**src/rtl/div_radix4_sched.sv**
```systemverilog
// Two-requester scheduler in front of one shared radix-4 SRT mantissa divider.
// Arbitrates round-robin, latches the winner's operands, runs the divider
// through a clear / clock-enable window and returns the quotient to the
// requester that issued the operation over a valid/ready channel.
module div_radix4_sched #(
  parameter int WL      = 24,  // operand/quotient word length, 1.(WL-1) format
  parameter int N       = 12,  // divider iteration count
  parameter int DIV_LAT = 13,  // div_ce-high cycles until div_dout is sampled
  parameter int CW      = 4    // iteration counter width
) (
  input  logic          CLK,
  input  logic          nRST,
  input  logic          req0_valid,
  output logic          req0_ready,
  input  logic [WL-1:0] req0_x,
  input  logic [WL-1:0] req0_d,
  input  logic          req1_valid,
  output logic          req1_ready,
  input  logic [WL-1:0] req1_x,
  input  logic [WL-1:0] req1_d,
  output logic          rsp0_valid,
  input  logic          rsp0_ready,
  output logic          rsp1_valid,
  input  logic          rsp1_ready,
  output logic [WL-1:0] rsp_q,
  output logic          rsp_err,
  output logic          div_nrst,
  output logic          div_ce,
  output logic [WL-1:0] div_x,
  output logic [WL-1:0] div_d,
  input  logic [WL-1:0] div_dout,
  output logic          busy
);

  // The divider latency is its iteration count plus its output register, and
  // the counter must be able to reach the last RUN index.
  if ((DIV_LAT != N + 1) || ((1 << CW) <= DIV_LAT)) begin : g_param_chk
    $error("div_radix4_sched: inconsistent N/DIV_LAT/CW");
  end

  typedef enum logic [1:0] {
    S_IDLE = 2'd0,
    S_CLR  = 2'd1,
    S_RUN  = 2'd2,
    S_DONE = 2'd3
  } state_t;

  // A divisor is only legal for the SRT divider when its leading bit is set.
  function automatic logic f_divisor_normalized(input logic [WL-1:0] d);
    return d[WL-1];
  endfunction

  state_t        r_state;
  state_t        w_state_nxt;

  logic          r_rr_last;
  logic          r_owner;
  logic          r_err;
  logic [CW-1:0] r_cnt;
  logic [WL-1:0] r_x;
  logic [WL-1:0] r_d;
  logic [WL-1:0] r_q;

  logic          r_div_nrst;
  logic          r_div_ce;
  logic          r_rsp0_valid;
  logic          r_rsp1_valid;
  logic          r_busy;

  logic          w_grant;
  logic          w_gnt_owner;
  logic          w_owner_nxt;
  logic [WL-1:0] w_gnt_x;
  logic [WL-1:0] w_gnt_d;
  logic          w_run_last;
  logic          w_rsp_take;
  logic          w_req0_ready;
  logic          w_req1_ready;

  assign w_grant     = (r_state == S_IDLE) && (req0_valid || req1_valid);
  assign w_gnt_x     = w_gnt_owner ? req1_x : req0_x;
  assign w_gnt_d     = w_gnt_owner ? req1_d : req0_d;
  assign w_owner_nxt = w_grant ? w_gnt_owner : r_owner;
  assign w_run_last  = (r_cnt == CW'(DIV_LAT - 1));
  assign w_rsp_take  = r_owner ? rsp1_ready : rsp0_ready;

  // Round-robin pick: a lone requester wins, a tie goes to the one not served last.
  always_comb begin
    w_gnt_owner = 1'b0;
    if (req0_valid && req1_valid) begin
      w_gnt_owner = ~r_rr_last;
    end else if (req1_valid) begin
      w_gnt_owner = 1'b1;
    end else begin
      w_gnt_owner = 1'b0;
    end
  end

  // Next-state logic and the combinational accept strobe for the winner.
  always_comb begin
    w_state_nxt  = r_state;
    w_req0_ready = 1'b0;
    w_req1_ready = 1'b0;
    case (r_state)
      S_IDLE: begin
        if (w_grant) begin
          w_req0_ready = ~w_gnt_owner;
          w_req1_ready = w_gnt_owner;
          if (f_divisor_normalized(w_gnt_d)) begin
            w_state_nxt = S_CLR;
          end else begin
            w_state_nxt = S_DONE;
          end
        end else begin
          w_state_nxt = S_IDLE;
        end
      end
      S_CLR: begin
        w_state_nxt = S_RUN;
      end
      S_RUN: begin
        if (w_run_last) begin
          w_state_nxt = S_DONE;
        end else begin
          w_state_nxt = S_RUN;
        end
      end
      S_DONE: begin
        if (w_rsp_take) begin
          w_state_nxt = S_IDLE;
        end else begin
          w_state_nxt = S_DONE;
        end
      end
      default: begin
        w_state_nxt = S_IDLE;
      end
    endcase
  end

  // State register.
  always_ff @(posedge CLK or negedge nRST) begin
    if (!nRST) begin
      r_state <= S_IDLE;
    end else begin
      r_state <= w_state_nxt;
    end
  end

  // Control outputs are registered from the next state so they line up with it.
  always_ff @(posedge CLK or negedge nRST) begin
    if (!nRST) begin
      r_div_nrst   <= 1'b0;
      r_div_ce     <= 1'b0;
      r_rsp0_valid <= 1'b0;
      r_rsp1_valid <= 1'b0;
      r_busy       <= 1'b0;
    end else begin
      r_div_nrst   <= (w_state_nxt == S_RUN) || (w_state_nxt == S_DONE);
      r_div_ce     <= (w_state_nxt == S_RUN);
      r_rsp0_valid <= (w_state_nxt == S_DONE) && !w_owner_nxt;
      r_rsp1_valid <= (w_state_nxt == S_DONE) && w_owner_nxt;
      r_busy       <= (w_state_nxt != S_IDLE);
    end
  end

  // Operand latch on grant, iteration counting and quotient capture.
  always_ff @(posedge CLK or negedge nRST) begin
    if (!nRST) begin
      r_rr_last <= 1'b1;
      r_owner   <= 1'b0;
      r_err     <= 1'b0;
      r_cnt     <= '0;
      r_x       <= '0;
      r_d       <= '0;
      r_q       <= '0;
    end else begin
      case (r_state)
        S_IDLE: begin
          if (w_grant) begin
            r_x       <= w_gnt_x;
            r_d       <= w_gnt_d;
            r_owner   <= w_gnt_owner;
            r_rr_last <= w_gnt_owner;
            if (!f_divisor_normalized(w_gnt_d)) begin
              r_q   <= '0;
              r_err <= 1'b1;
            end
          end
        end
        S_CLR: begin
          r_cnt <= '0;
        end
        S_RUN: begin
          r_cnt <= r_cnt + CW'(1);
          if (w_run_last) begin
            r_q   <= div_dout;
            r_err <= 1'b0;
          end
        end
        default: begin
          r_cnt <= r_cnt;
        end
      endcase
    end
  end

  assign req0_ready = w_req0_ready;
  assign req1_ready = w_req1_ready;
  assign rsp0_valid = r_rsp0_valid;
  assign rsp1_valid = r_rsp1_valid;
  assign rsp_q      = r_q;
  assign rsp_err    = r_err;
  assign div_nrst   = r_div_nrst;
  assign div_ce     = r_div_ce;
  assign div_x      = r_x;
  assign div_d      = r_d;
  assign busy       = r_busy;

endmodule

```
**config.mk**
```make
export PLATFORM = sky130hd
export DESIGN_NAME = div_radix4_sched
export DESIGN_NICKNAME = d
export VERILOG_FILES = /design/src/rtl/div_radix4_sched.sv
export SDC_FILE = /design/constraint.sdc
export NUM_CORES = 1
export LEC_CHECK = 0
export CAP_MARGIN = 20
export CORE_MARGIN = 2
export CORE_UTILIZATION = 39
export DETAILED_ROUTE_END_ITERATION = 6
export GPL_TIMING_DRIVEN = 0
export MAX_ROUTING_LAYER = met4
export PLACE_DENSITY = 0.8
export SLEW_MARGIN = 40
export SYNTH_ARGS = -nofsm -noshare
export SYNTH_HDL_FRONTEND = slang
export SYNTH_SLANG_ARGS = --single-unit
```
**constraint.sdc**
```tcl
create_clock -name CLK -period 2.5 [get_ports CLK]
set_clock_uncertainty 0.2 [all_clocks]
set_input_delay 0.5 -clock CLK [delete_from_list [all_inputs] [get_ports CLK]]
set_output_delay 0.5 -clock CLK [all_outputs]
set_load 0.01 [all_outputs]
```
After elaboration in Yosys (flattened, before gate mapping). Index checks and enable logic that the tools add are counted. Widths: inputs -> output; s select.

Output and inout bits: 80. Flip-flop bits (word level): 86. Logic and storage cells: 62.

Muxes and demuxes: 24. Reduce and logical (&&, ||, !) cells: 13. Bitwise operators: 2. Add/sub/neg operators: 1. Equality and inequality tests: 9.

Operator list (number): $mux 24 (5); $pmux 24 s2 (1); $mux 1 (12); $eq 2x2->1 const B (4); $pmux 2 s4 (1); $pmux 4 s2 (1); $mux 2 (3); $ne 2x2->1 const B (3); $reduce_bool 2->1 (3); $add 4x1->4 const B (1); $eq 4x4->1 const B (1); $logic_and 1x1->1 (4); $reduce_and 4->1 (1); $eq 2x1->1 const B (1); $logic_not 2->1 (1); $logic_or 1x1->1 (2); $not 1->1 (2); $pmux 1 s2 (1); $reduce_and 2->1 (1); $logic_not 1->1 (1).

Longest topological paths before layout.
Depth after elaboration: 8. Mapped depth: 8.

Worst setup path after synthesis. OpenSTA, ideal clock, no wires.

Kind: register -> output. Start point: register r_state[0]. End point: output port req0_ready. Path buffers: 1. Arrival: 1.381 ns. Stages on the path, launching flop included: 6. Path slack: 0.419 ns. Path through: dfrtp_1 inv_1 ha_1 o21ai_1 nor2_1 clkbuf_1.

Cells in the longest elaborated chain, start to end: 4.

Ends and longest elaborated chain: start: declaration (line 53) `state_t r_state;`; start signal: assignment (line 146) `r_state <= w_state_nxt;`; $logic_not 2->1 (*) (line 80, 104); $logic_and 1x1->1 (line 80) `assign w_grant = (r_state == S_IDLE) && (req0_valid || req1_valid);`; $mux 1 (line 106) `if (w_grant) begin`; $mux 1 (*) (line 104) `case (r_state)`; end: declaration (line 14) `output logic req0_ready,`.

Mark *: on every way between the ends. The rest lies on a longest branch, timed or not.

Worst setup path after layout. Ends and elaborated chain as after synthesis.

==> impl_results.md <==
- Outcome: complete, no violations
- Post-DR wirelength/cell: ~16 um
- Clk slew on worst S/H paths: ~0.080 ns
- Critical Path RT: 1.80 ns
- Hold violation count in the final report: 0
- Syn nets: between 400 and 500
- Starting density of the core: 39.5%
- Synth Flop Type: dfrtp_1
- Routed WL: 11300 um
- Final Cycle Share: about 96%
- Worst path cell trace: inv_2 -> ha_4 -> o21ai_4 -> nor2_4 -> clkbuf_8 -> dlygate4sd2_1
- Core area: slightly below 10000 um^2
- Final global-route overflow total: 0
- Hold path start: rsp_q[6]
- Root Buffer: clkbuf_8
- Worst Reg2Reg Path Length in Cells: 7
- Syn Std Cell Area: 3800 um^2
- Area grow syn2layout: 65.9%
- IO buf count: 205
- Clock latency on the worst-skew pair: roughly 0.35 ns
- Critical path's slowest cell: dfrtp_1
- TritonCTS buffer count: 9
- Max-slew violation count: 0
- Max Buffers Root-to-Sink: 2
- Placed Area: about 6100 um^2
- Setup CP Type: reg2out
- Synth cell types: 36
- Post-Synth Simple-Gate Area: approximately 17%
- Commonest cells in the netlist: nand2_1, dfrtp_1, a22oi_1
- Final min period: 2.39 ns
- DP HPWL: roughly 8700 um
- #FFs+latches synth: between 80 and 90
- FF-to-FF End: rsp_q[20]
- Num rows: 36
- Antenna viol nets, final: 0
- Routability congestion estimate: 0.782
- Initial antenna violation count: 0
- Die X: between 100 and 150 um
- Fin Hold WS: around 0.28 ns
- R2R setup slack: 0.31 ns
- Die area: around 11000 um^2
- Syn. warnings: 0
- Synth Area in Adders: 1.97%
- Pwr dens: ~990 nW/um^2
- Post-Synthesis Cells: roughly 360
- Largest family of logic cells by synthesized area: compound AO/OA/AOI/OAI gates
- Min-Delay Endpoint: rsp_q[6]
- Vias in the first global route: between 3k and 4k
- Synth area leaders: dfrtp_1, nand2_1, a22oi_1
- Crit. End Element: output pin
- Slowest Stage Delay on Critical Path: between 0.4 and 0.5 ns
- DR iter-0 viols: between 100 and 150
- Min-delay worst type: reg2reg
- CTS tree: built
- Sink Count: 86
- Total track usage: 21.8%
- Post-synthesis sequential area ratio: 56.6%
- Top Ports: slightly above 200
- Measured slew at the worst slew-check pin: between 0.5 and 0.6 ns
- Overall die height: roughly 100 um
- Synth top area share: between 50% and 60%
- DR vias/cell: between 4 and 5
- Mapped Avg Cell Area: ~11 um^2
- Pin count of the biggest net entering global routing: 56
- Mux cell area share after synthesis: less than 1%
- Share of layout cells above drive strength 1: a little under a tenth
- Setup violators final: 0
- Post-synth ARST share: 100%
- Diode count: 0
- Rel. slew slack: between 60% and 70%
- DRC viols: 0
- WP data arrival: between 1.5 and 2 ns
- Leak: just under 3 nW
- First-pass GRT wire length: between 15000 and 20000 um
- Via count: around 3.6k
- RR Startpoint: r_state[0]
- Most common cell in the netlist: nand2_1
- DRT Pass-1 Iters: 5
- Peak supply drop: approximately 460 uV
- Leading area contributor after synthesis: dfrtp_1
- Max Fclk: about 420 MHz
- Number of flops mapped to enable cells by yosys: 0
- Fill cell total of the finished layout: roughly 810
- Hold Path Depth: 1
- Synth Area in Compound Gates: 19.3%
- Number of max-cap violations: 0
- Startpoint class of the critical path: register
- Synth Area in XOR/XNOR: 0%
- CTS H-tree lvls: 3
- Unrepaired setup endpoints after global routing: no
- Fin nets: ~710
- CP Max Fanout: 7
- Final Instance Area: approximately 6300 um^2
==> state kept, by name, indices dropped and copies added, names as in the netlist, 2 cells and up <==
register / flops
div_d: 24
r_cnt: 4
r_state: 2
rsp_q: 24
div_x: 24
==> cells by family after synthesis <==
group | Yosys count
AND/OR/NAND/NOR | 141
AO/OA/AOI/OAI | 88
adder cells (fa/ha/maj) | 6
buffers and inverters | 36
multiplexers | 2
flip-flops | 86
==> placed cells by master, fill, tap and decap left out, types with 2 or more instances in the layout <==
master	instances
buf_6	6
nand3_1	3
o21ai_0	6
inv_1	8
ha_1	5
buf_2	8
a21bo_2	7
a22oi_1	47
dlygate4sd2_1	3
buf_4	5
dfrtp_1	85
a21o_1	2
a21bo_1	19
nor2_1	3
and2_1	2
nand4_1	24
mux2i_1	2
nand2_1	99
clkdlybuf4s50_1	200
nor2b_1	2
o21ai_4	2
inv_2	2
clkbuf_1	9
clkbuf_8	13
==> final cells by class <==
cell class	count	area, um^2	share of cell area (%)
inverter	10	37.5	0.595
clock inverter	1	5.00	0.0793
sequential	86	2150	34.1
timing repair buffer	210	2100	33.4
tap	133	166	2.64
clock buffer	13	169	2.68
buffer	26	166	2.64
multi-input combinational	237	1510	23.9
==> critical path: cells and delay by family, from the launching register on <==
kind / cells / cell delay, ns
DFF: 1 / 0.42
AOI/OAI and AO/OA: 1 / 0.11
buffers and inverters: 3 / 0.48
and+or+nand+nor: 1 / 0.14
adders and majority gates: 1 / 0.19
==> per-layer routing <==
metal  vias up  global-route usage (%)  wire, um
li1       1697                       -         -
met4         0                    8.60       250
met1      1729                    26.6      4590
met3        18                    4.54       720
met5         -                       -         0
met2       133                    35.7      5760
==> per-stage QoR <==
step | cells | TNS (ns) | total power, mW | util (%) | setup slack [ns]
floorplan | 359 | 0 | 3.72 | - | 0.419
global route | 716 | 0 | 6.67 | 65.5 | 0.0132
CTS | 715 | 0 | 6.27 | 65.3 | 0.00431
global placement | 697 | -204.14 | 5.15 | 62.5 | -2.37
detailed placement | 698 | -1.58 | 5.27 | 62.8 | -0.745
finish | 716 | 0 | 6.22 | 65.5 | 0.110
==> report_power, final <==
group	switching [mW]	internal (mW)	leakage [nW]	total, mW
Clock	0.464	0.431	0.0914	0.895
Sequential	0.279	1.90	1.10	2.18
Combinational	1.51	1.64	1.78	3.15
Total	2.25	3.97	2.97	6.22
==> repair_timing <==
item,in CTS,in global routing
resized for setup,18,4
setup endpoints to repair,2,2
pin swaps,2,1
hold endpoints to repair,31,0
buffers inserted,2,1
hold buffers,1,0
==> worst max path at each step <==
stage                     from  slack (ns)    endpoint
floorplan           r_state[0]        0.42  req0_ready
global placement          nRST       -2.37   div_d[20]
detailed placement  req0_valid       -0.75  req0_ready
CTS                  r_rr_last       0.004  req1_ready
global route        r_state[0]        0.01  req0_ready
finish              r_state[0]        0.11  req0_ready
Note: power is estimated with default switching activity, not from simulation.
